File: config.mk
export PLATFORM = sky130hd
export DESIGN_NAME = sdram_port_arbiter
export DESIGN_NICKNAME = d
export VERILOG_FILES = /design/src/rtl/sdram_arb_pkg.sv /design/src/rtl/sdram_arb_timer.sv /design/src/rtl/sdram_port_arbiter.sv
export SDC_FILE = /design/constraint.sdc
export NUM_CORES = 1
export LEC_CHECK = 0
export BUFFER_PORTS_ARGS = -buffer_cell sky130_fd_sc_hd__clkbuf_2
export CAP_MARGIN = 20
export CORE_ASPECT_RATIO = 0.75
export CORE_MARGIN = 3
export CORE_UTILIZATION = 49
export DETAILED_ROUTE_END_ITERATION = 10
export GPL_ROUTABILITY_DRIVEN = 0
export PLACE_DENSITY = 0.85
export SLEW_MARGIN = 5
export SYNTH_ARGS = -nofsm -noshare
export SYNTH_HDL_FRONTEND = slang
export SYNTH_HIERARCHICAL = 1
export SYNTH_SLANG_ARGS = --single-unit
File: constraint.sdc
create_clock -name clk -period 4.89 [get_ports clk]
set_input_delay 0.978 -clock clk [delete_from_list [all_inputs] [get_ports clk]]
set_output_delay 0.978 -clock clk [all_outputs]
set_load 0.005 [all_outputs]
File: src/rtl/sdram_arb_pkg.sv
// sdram_arb_pkg: shared FSM encoding, abort read value, client ids and counter sizing.
package sdram_arb_pkg;
  typedef enum logic [1:0] {IDLE, WAIT, RELEASE} state_t;
  localparam logic [15:0] ABORT_RDATA = 16'hDEAD;
  localparam logic CLIENT0 = 1'b0;
  localparam logic CLIENT1 = 1'b1;
  function automatic int cnt_w(input int n);
    return (n < 1) ? 1 : $clog2(n + 1);
  endfunction
endpackage

File: src/rtl/sdram_arb_timer.sv
// sdram_arb_timer: clearable saturating up-counter with terminal count at LIMIT.
module sdram_arb_timer
  import sdram_arb_pkg::*;
#(
  parameter int LIMIT = 1
) (
  input  logic clk,
  input  logic rst,
  input  logic clr,
  input  logic en,
  output logic tc
);
  localparam int W = cnt_w(LIMIT);
  logic [W-1:0] count;
  assign tc = count == W'(LIMIT);
  always_ff @(posedge clk or posedge rst)
    if (rst) count <= '0;
    else if (clr) count <= '0;
    else if (en && !tc) count <= count + 1'b1;
endmodule

File: src/rtl/sdram_port_arbiter.sv
// sdram_port_arbiter: serialises two clients onto the SDRAM controller ports with
// fixed c0 priority, bounded c1 starvation and an abort on a missing controller ack.
module sdram_port_arbiter
  import sdram_arb_pkg::*;
#(
  parameter int ADDR_W       = 32,
  parameter int DATA_W       = 16,
  parameter int STARVE_LIMIT = 4,
  parameter int TIMEOUT      = 1023
) (
  input  logic              clk,
  input  logic              rst,
  input  logic              c0_req,
  input  logic              c0_we,
  input  logic [ADDR_W-1:0] c0_addr,
  input  logic [DATA_W-1:0] c0_wdata,
  output logic [DATA_W-1:0] c0_rdata,
  output logic              c0_ack,
  input  logic              c1_req,
  input  logic              c1_we,
  input  logic [ADDR_W-1:0] c1_addr,
  input  logic [DATA_W-1:0] c1_wdata,
  output logic [DATA_W-1:0] c1_rdata,
  output logic              c1_ack,
  output logic              m_wr,
  output logic [ADDR_W-1:0] m_waddr,
  output logic [DATA_W-1:0] m_wdata,
  input  logic              m_wack,
  output logic              m_rd,
  output logic [ADDR_W-1:0] m_raddr,
  input  logic [DATA_W-1:0] m_rdata,
  input  logic              m_rack,
  output logic              busy,
  output logic              timeout_err
);
  state_t state;
  logic op_we, op_client;
  logic starve_tc, to_tc;
  logic pick1, grant, hit, done;
  logic sel_we;
  logic [ADDR_W-1:0] sel_addr;
  logic [DATA_W-1:0] sel_wdata, rd_val;
  assign pick1     = c1_req && (!c0_req || starve_tc);
  assign grant     = state == IDLE && (c0_req || c1_req);
  assign sel_we    = pick1 ? c1_we : c0_we;
  assign sel_addr  = pick1 ? c1_addr : c0_addr;
  assign sel_wdata = pick1 ? c1_wdata : c0_wdata;
  assign hit       = op_we ? m_wack : m_rack;
  // A real ack in the same cycle as the terminal count still completes normally.
  assign done      = state == WAIT && (hit || to_tc);
  assign rd_val    = hit ? m_rdata : DATA_W'(ABORT_RDATA);
  assign busy      = state != IDLE;
  // Terminal count one early so the abort lands on the TIMEOUT-th WAIT cycle.
  sdram_arb_timer #(.LIMIT(TIMEOUT - 1)) u_timeout (
    .clk(clk),
    .rst(rst),
    .clr(state != WAIT),
    .en (state == WAIT),
    .tc (to_tc)
  );
  sdram_arb_timer #(.LIMIT(STARVE_LIMIT)) u_starve (
    .clk(clk),
    .rst(rst),
    .clr(grant && (pick1 || !c1_req)),
    .en (grant && !pick1 && c1_req),
    .tc (starve_tc)
  );
  always_ff @(posedge clk or posedge rst)
    if (rst) begin
      state       <= IDLE;
      op_we       <= 1'b0;
      op_client   <= CLIENT0;
      m_wr        <= 1'b0;
      m_rd        <= 1'b0;
      m_waddr     <= '0;
      m_raddr     <= '0;
      m_wdata     <= '0;
      c0_rdata    <= '0;
      c1_rdata    <= '0;
      c0_ack      <= 1'b0;
      c1_ack      <= 1'b0;
      timeout_err <= 1'b0;
    end else begin
      c0_ack <= 1'b0;
      c1_ack <= 1'b0;
      case (state)
        IDLE: if (grant) begin
          op_we     <= sel_we;
          op_client <= pick1 ? CLIENT1 : CLIENT0;
          m_wr      <= sel_we;
          m_rd      <= !sel_we;
          if (sel_we) begin
            m_waddr <= sel_addr;
            m_wdata <= sel_wdata;
          end else m_raddr <= sel_addr;
          state <= WAIT;
        end
        WAIT: if (done) begin
          m_wr   <= 1'b0;
          m_rd   <= 1'b0;
          c0_ack <= op_client == CLIENT0;
          c1_ack <= op_client == CLIENT1;
          if (!op_we && op_client == CLIENT0) c0_rdata <= rd_val;
          if (!op_we && op_client == CLIENT1) c1_rdata <= rd_val;
          timeout_err <= timeout_err | !hit;
          state <= RELEASE;
        end
        default: state <= IDLE;
      endcase
    end
endmodule

Word-level counts from Yosys, hierarchy flattened. Cells that the tools add are included.

Flip-flop bits (word level): 134. Input bits: 120. Output and inout bits: 118. Word-level logic and storage cells: 83.

Add/sub/neg operators: 2. Equal/unequal tests: 6. Multiplexer cells: 22. Bitwise operators: 3. Reduce and logical (&&, ||, !) cells: 35.

Operators with widths (number): $mux 16 (2); $mux 32 (1); $mux 10 (2); $reduce_and 3->1 (5); $add 10x1->10 const B (1); $eq 10x10->1 const B (1); $logic_and 1x1->1 (10); $mux 1 (10); $logic_not 1->1 (8); $reduce_bool 2->1 (4); $mux 3 (2); $reduce_and 2->1 (3); $logic_or 1x1->1 (4); $mux 2 (2); $ne 2x2->1 const B (2); $pmux 1 s2 (2); $pmux 2 s2 (1); $add 3x1->3 const B (1); $eq 3x3->1 const B (1); $eq 2x1->1 const B (1); $logic_not 2->1 (1); $ne 2x1->1 const B (1); $not 1->1 (2); $or 1x1->1 (1).

Depth between registers and ports, before layout.
Word-level depth: 9. Mapped depth: 10. Gate-level depth less buffers: 8.

Hierarchy. Netlist, hierarchy kept.

By module, submodules not included: sdram_port_arbiter (times used 1, cells each 519, area each 5382.7 µm², sequential area each 3027.9 µm²); sdram_arb_timer (u_timeout) (times used 1, cells each 70, area each 649.4 µm², sequential area each 250.2 µm²); sdram_arb_timer (u_starve) (times used 1, cells each 19, area each 196.4 µm², sequential area each 75.1 µm²).

Worst setup path after synthesis. No wires, ideal clock.

Path type: input port to flip-flop. Start point: in c1_req. End point: reg m_raddr[0]. Library setup time: 131 ps. Data arrival time: 2052 ps. Data required time: 4759 ps. Setup slack: 2707 ps. Stages: 7. Buffers on the path: 3. Cell sequence: buf_2 -> a21boi_1 -> o21ai_1 -> or2_1 -> buf_2 -> buf_6 -> o2bb2ai_1.

Word-level cells in the longest chain between the ends: 4. Elaborated cells between the ends (all ways): 7. Classes of those cells: mux (2); bitwise (1); reduce/logical (4).

Ends and longest elaborated chain: start: declaration (line sdram_port_arbiter.sv:19) `input logic c1_req,`; $logic_and 1x1->1 (line sdram_port_arbiter.sv:43) `assign pick1 = c1_req && (!c0_req || starve_tc);`; $mux 1 (line sdram_port_arbiter.sv:45) `assign sel_we = pick1 ? c1_we : c0_we;`; $not 1->1 (no source line); $reduce_and 3->1 (no source line); end signal: assignment (line sdram_port_arbiter.sv:95) `end else m_raddr <= sel_addr;`; end: declaration (line sdram_port_arbiter.sv:30) `output logic [ADDR_W-1:0] m_raddr,`.

Parallel ways exist; a longest one is shown, timed or not. A chain may end at the register's enable or synchronous reset.

Worst setup path in the final report.
Start point: reg u_starve.count[0]. End point: reg m_waddr[27].

Word-level cells in the longest chain between the ends: 5. Elaborated cells between the ends (all ways): 6. Classes of those cells: eq/ne (1); mux (2); reduce/logical (3).

Ends and longest elaborated chain: start: declaration (line sdram_arb_timer.sv:14) `logic [W-1:0] count;`; start signal: assignment (line sdram_arb_timer.sv:19) `else if (en && !tc) count <= count + 1'b1;`; $eq 3x3->1 (*) (line sdram_arb_timer.sv:15) `assign tc = count == W'(LIMIT);`; via starve_tc (line sdram_port_arbiter.sv:38) `logic starve_tc, to_tc;`; $logic_or 1x1->1 (*) (line sdram_port_arbiter.sv:43); $logic_and 1x1->1 (*) (line sdram_port_arbiter.sv:43); $mux 1 (line sdram_port_arbiter.sv:45); $reduce_and 3->1 (no source line); end signal: assignment (line sdram_port_arbiter.sv:93) `m_waddr <= sel_addr;`; end: declaration (line sdram_port_arbiter.sv:26) `output logic [ADDR_W-1:0] m_waddr,`.

The timed path passes the listed nets; every way through them passes the cells marked *.

==> impl_metrics.yaml <==
logic_synthesis:
  syn-cell-area_um2: 6230
  synth-main-ff-cell: "dfrtp_1"
  yosysWarnings: 6
  synth_edf_count: 0
  synth_area_per_cell_um2: 10.2
  ys_seq_area_share_pct: 53.8
  synth-async-reset-ratio_pct: 100
  yosysUniqueCellTypes: 51
  postSynthCellCount: 608
  syn_nets: 732
  yosys_register_bits: 134
timing:
  relSlewSlack_pct: 28.2
  period_minus_slack_ps: 2880
  clock.fmax_mhz: 348
  grt_setup_unrepaired: "false"
  setup_violations: 0
  final.setup_skew_ps: 9.88
  setup_slack_ps: 2010
  setup_tns_ps: 0
  worst_pin_slew_ps: 1050
  post-route-period-util_pct: 58.8
  hold_viol_final: 0
  report.final.slew_viol_count: 0
min_path:
  worstHoldPathType: "input pin to asynchronous set/reset pin"
global_route:
  antenna_found_initial: 0
  grt_usage_pct: 23.2
  grt_max_degree: 72
  grt_pass1_vias: 5318
  grt_pass1_wl_um: 26400
  overflow: 0
floorplanning:
  core-area_um2: 12300
  num_rows: 35
  die_y_um: 104
  ios: 238
  die-area_um2: 14100
  initial_core_util_pct: 50.4
  dieWidth_um: 136
critical_path:
  worstSetupStartpointType: "register"
  end_kind: "register"
  r2r_end: "m_waddr[27]"
  worstPathArrival_ps: 3140
  worstRegToRegCells: 8
  rr_startpoint: "u_starve/count[0]"
  r2r_slack_ps: 2010
  critical_path_class: "register to register"
  worst_ep_required_time_ps: 5160
  critPathMaxFanout: 28
route:
  vias_per_cell: 5.41
  drtIter0Drc: 430
  vias: 5455
  drt_wl_total_um: 16600
  drt_pre_antenna_iters: 5
  routedWlPerCell_um: 16.5
  drcViolationCount: 0
  ant_nets: 0
clocking:
  cts-root-buf: "clkbuf_16"
  cts_tree: "yes"
  hold_buffers: 0
  cts.path.max_buffers: 2
  cts_max_level: 4
  numCtsBuffers: 17
  path_clk_slew_ps: 60
  clock_sinks: 134
  insertion_delay_ps: 410
  cts_resized: 0
  post-cts-setup-buffers: 0
layout:
  final_cell_mix: "clkbuf_2, dfrtp_1, inv_1, a21oi_1, o22ai_1"
  layout-drive-gt1-share_pct: 36.1
  layout_commonest_cell: "clkbuf_2"
  areaGrowthSynthToFinish_pct: 29.8
  final_util_pct: 65.5
  num-nets-final: 954
  diodes: 0
pwr:
  p_per_area_nw_per_um2: 584
  p_leak_nw: 4.26
  finalPower_mw: 4.73
  max-vdd-ir-drop_v: 0.000356
place:
  dp_hpwl_um: 11700
  io_buffer_count: 237
  dp_slack_ps: 1790
flow_run:
  cap_viol_max_count: 0
status:
  status: "finished clean"
-- stage by stage --
stage,area (um2),instances,hold slack [ps]
4_1_cts,8090,1009,472
5_1_grt,8090,1009,480
3_5_place_dp,7490,977,466
2_1_floorplan,6230,608,442
6_report,8090,1009,473
3_3_place_gp,7470,976,461
-- layout make-up --
class,count,area [um2]
fillers,954,4260
flip-flops and latches,134,3350
multi-input cells,371,2440
repair buffers,245,1250
clock buffers,18,439
inverters,61,231
well taps,166,208
clock inverters,14,160
-- worst max-delay path, stage by stage (launching register included) --
cell,delay (ps)
dfrtp_1,410
inv_1,70
ha_1,190
and2_1,190
nand2b_1,200
nand4_1,800
buf_4,570
o22ai_1,220
a21oi_1,70
-- worst max-delay path by stage --
stage	from	end	slack, ps	depth (start not counted)
floorplan	rst	c0_ack	700	1
global placement	c0_we	op_we	1670	4
detailed placement	c0_we	m_raddr[2]	1790	5
CTS	u_starve/count[0]	m_waddr[27]	2080	8
global route	u_starve/count[0]	m_waddr[18]	1830	8
finish	u_starve/count[0]	m_waddr[27]	2010	8
-- routing by layer --
layer / vias to the layer above / GRT usage (%) / wire length (um)
li1: 2597 / - / -
met1: 2611 / 30.5 / 7230
met3: 34 / 4.71 / 1020
met2: 213 / 37.7 / 7960
met4: 0 / 9.14 / 412
met5: - / 0 / 0
-- report_power, final --
part | switching [mW] | total, mW | internal (mW)
logic | 0.859 | 1.57 | 0.712
clock network | 0.513 | 1.29 | 0.777
registers | 0.278 | 1.86 | 1.59
total | 1.65 | 4.73 | 3.08
-- state kept, by name, summed over array words and instances (netlist names) --
register / count
c0_ack: 1
c0_rdata: 16
c1_ack: 1
c1_rdata: 16
m_raddr: 32
m_rd: 1
m_waddr: 32
m_wdata: 16
m_wr: 1
op_client: 1
op_we: 1
state: 2
timeout_err: 1
u_starve/count: 3
u_timeout/count: 10
-- cell usage after synthesis (2+ instances only) --
master / instances / share of area, %
clkbuf_1: 19 / 1.1
o21ai_1: 4 / 0.32
and3_1: 7 / 0.70
a21oi_1: 54 / 4.3
nor2_1: 22 / 1.3
and2_1: 2 / 0.20
nor3_1: 5 / 0.40
o2bb2ai_1: 32 / 4.5
nand4_1: 2 / 0.20
nor2b_1: 36 / 3.6
o21a_1: 2 / 0.24
o2111a_1: 2 / 0.36
buf_6: 5 / 0.90
mux2i_1: 34 / 5.5
o31ai_1: 2 / 0.24
o211ai_1: 2 / 0.24
ha_1: 4 / 0.80
and4b_1: 2 / 0.32
inv_1: 60 / 3.6
dfrtp_1: 134 / 54
a41oi_1: 2 / 0.28
nand2_1: 43 / 2.6
o22ai_1: 48 / 4.8
nand3_1: 7 / 0.56
buf_2: 14 / 1.1
or4_1: 2 / 0.24
mux2_2: 2 / 0.36
o21ai_0: 19 / 1.5
o21ai_2: 14 / 2.0
a211oi_1: 3 / 0.36
nand2b_1: 4 / 0.40
-- cell families (layout without fill, tap and decap cells) --
logic type / Yosys count / after routing / synth area share (%)
compound gates: 192 / 192 / 20.3
buf+inv: 103 / 338 / 7.33
simple gates: 138 / 138 / 11.7
fa+ha+maj: 4 / 4 / 0.804
mux: 37 / 37 / 6.07
flops: 134 / 134 / 53.8
Note: power is estimated with default switching activity, not from simulation.
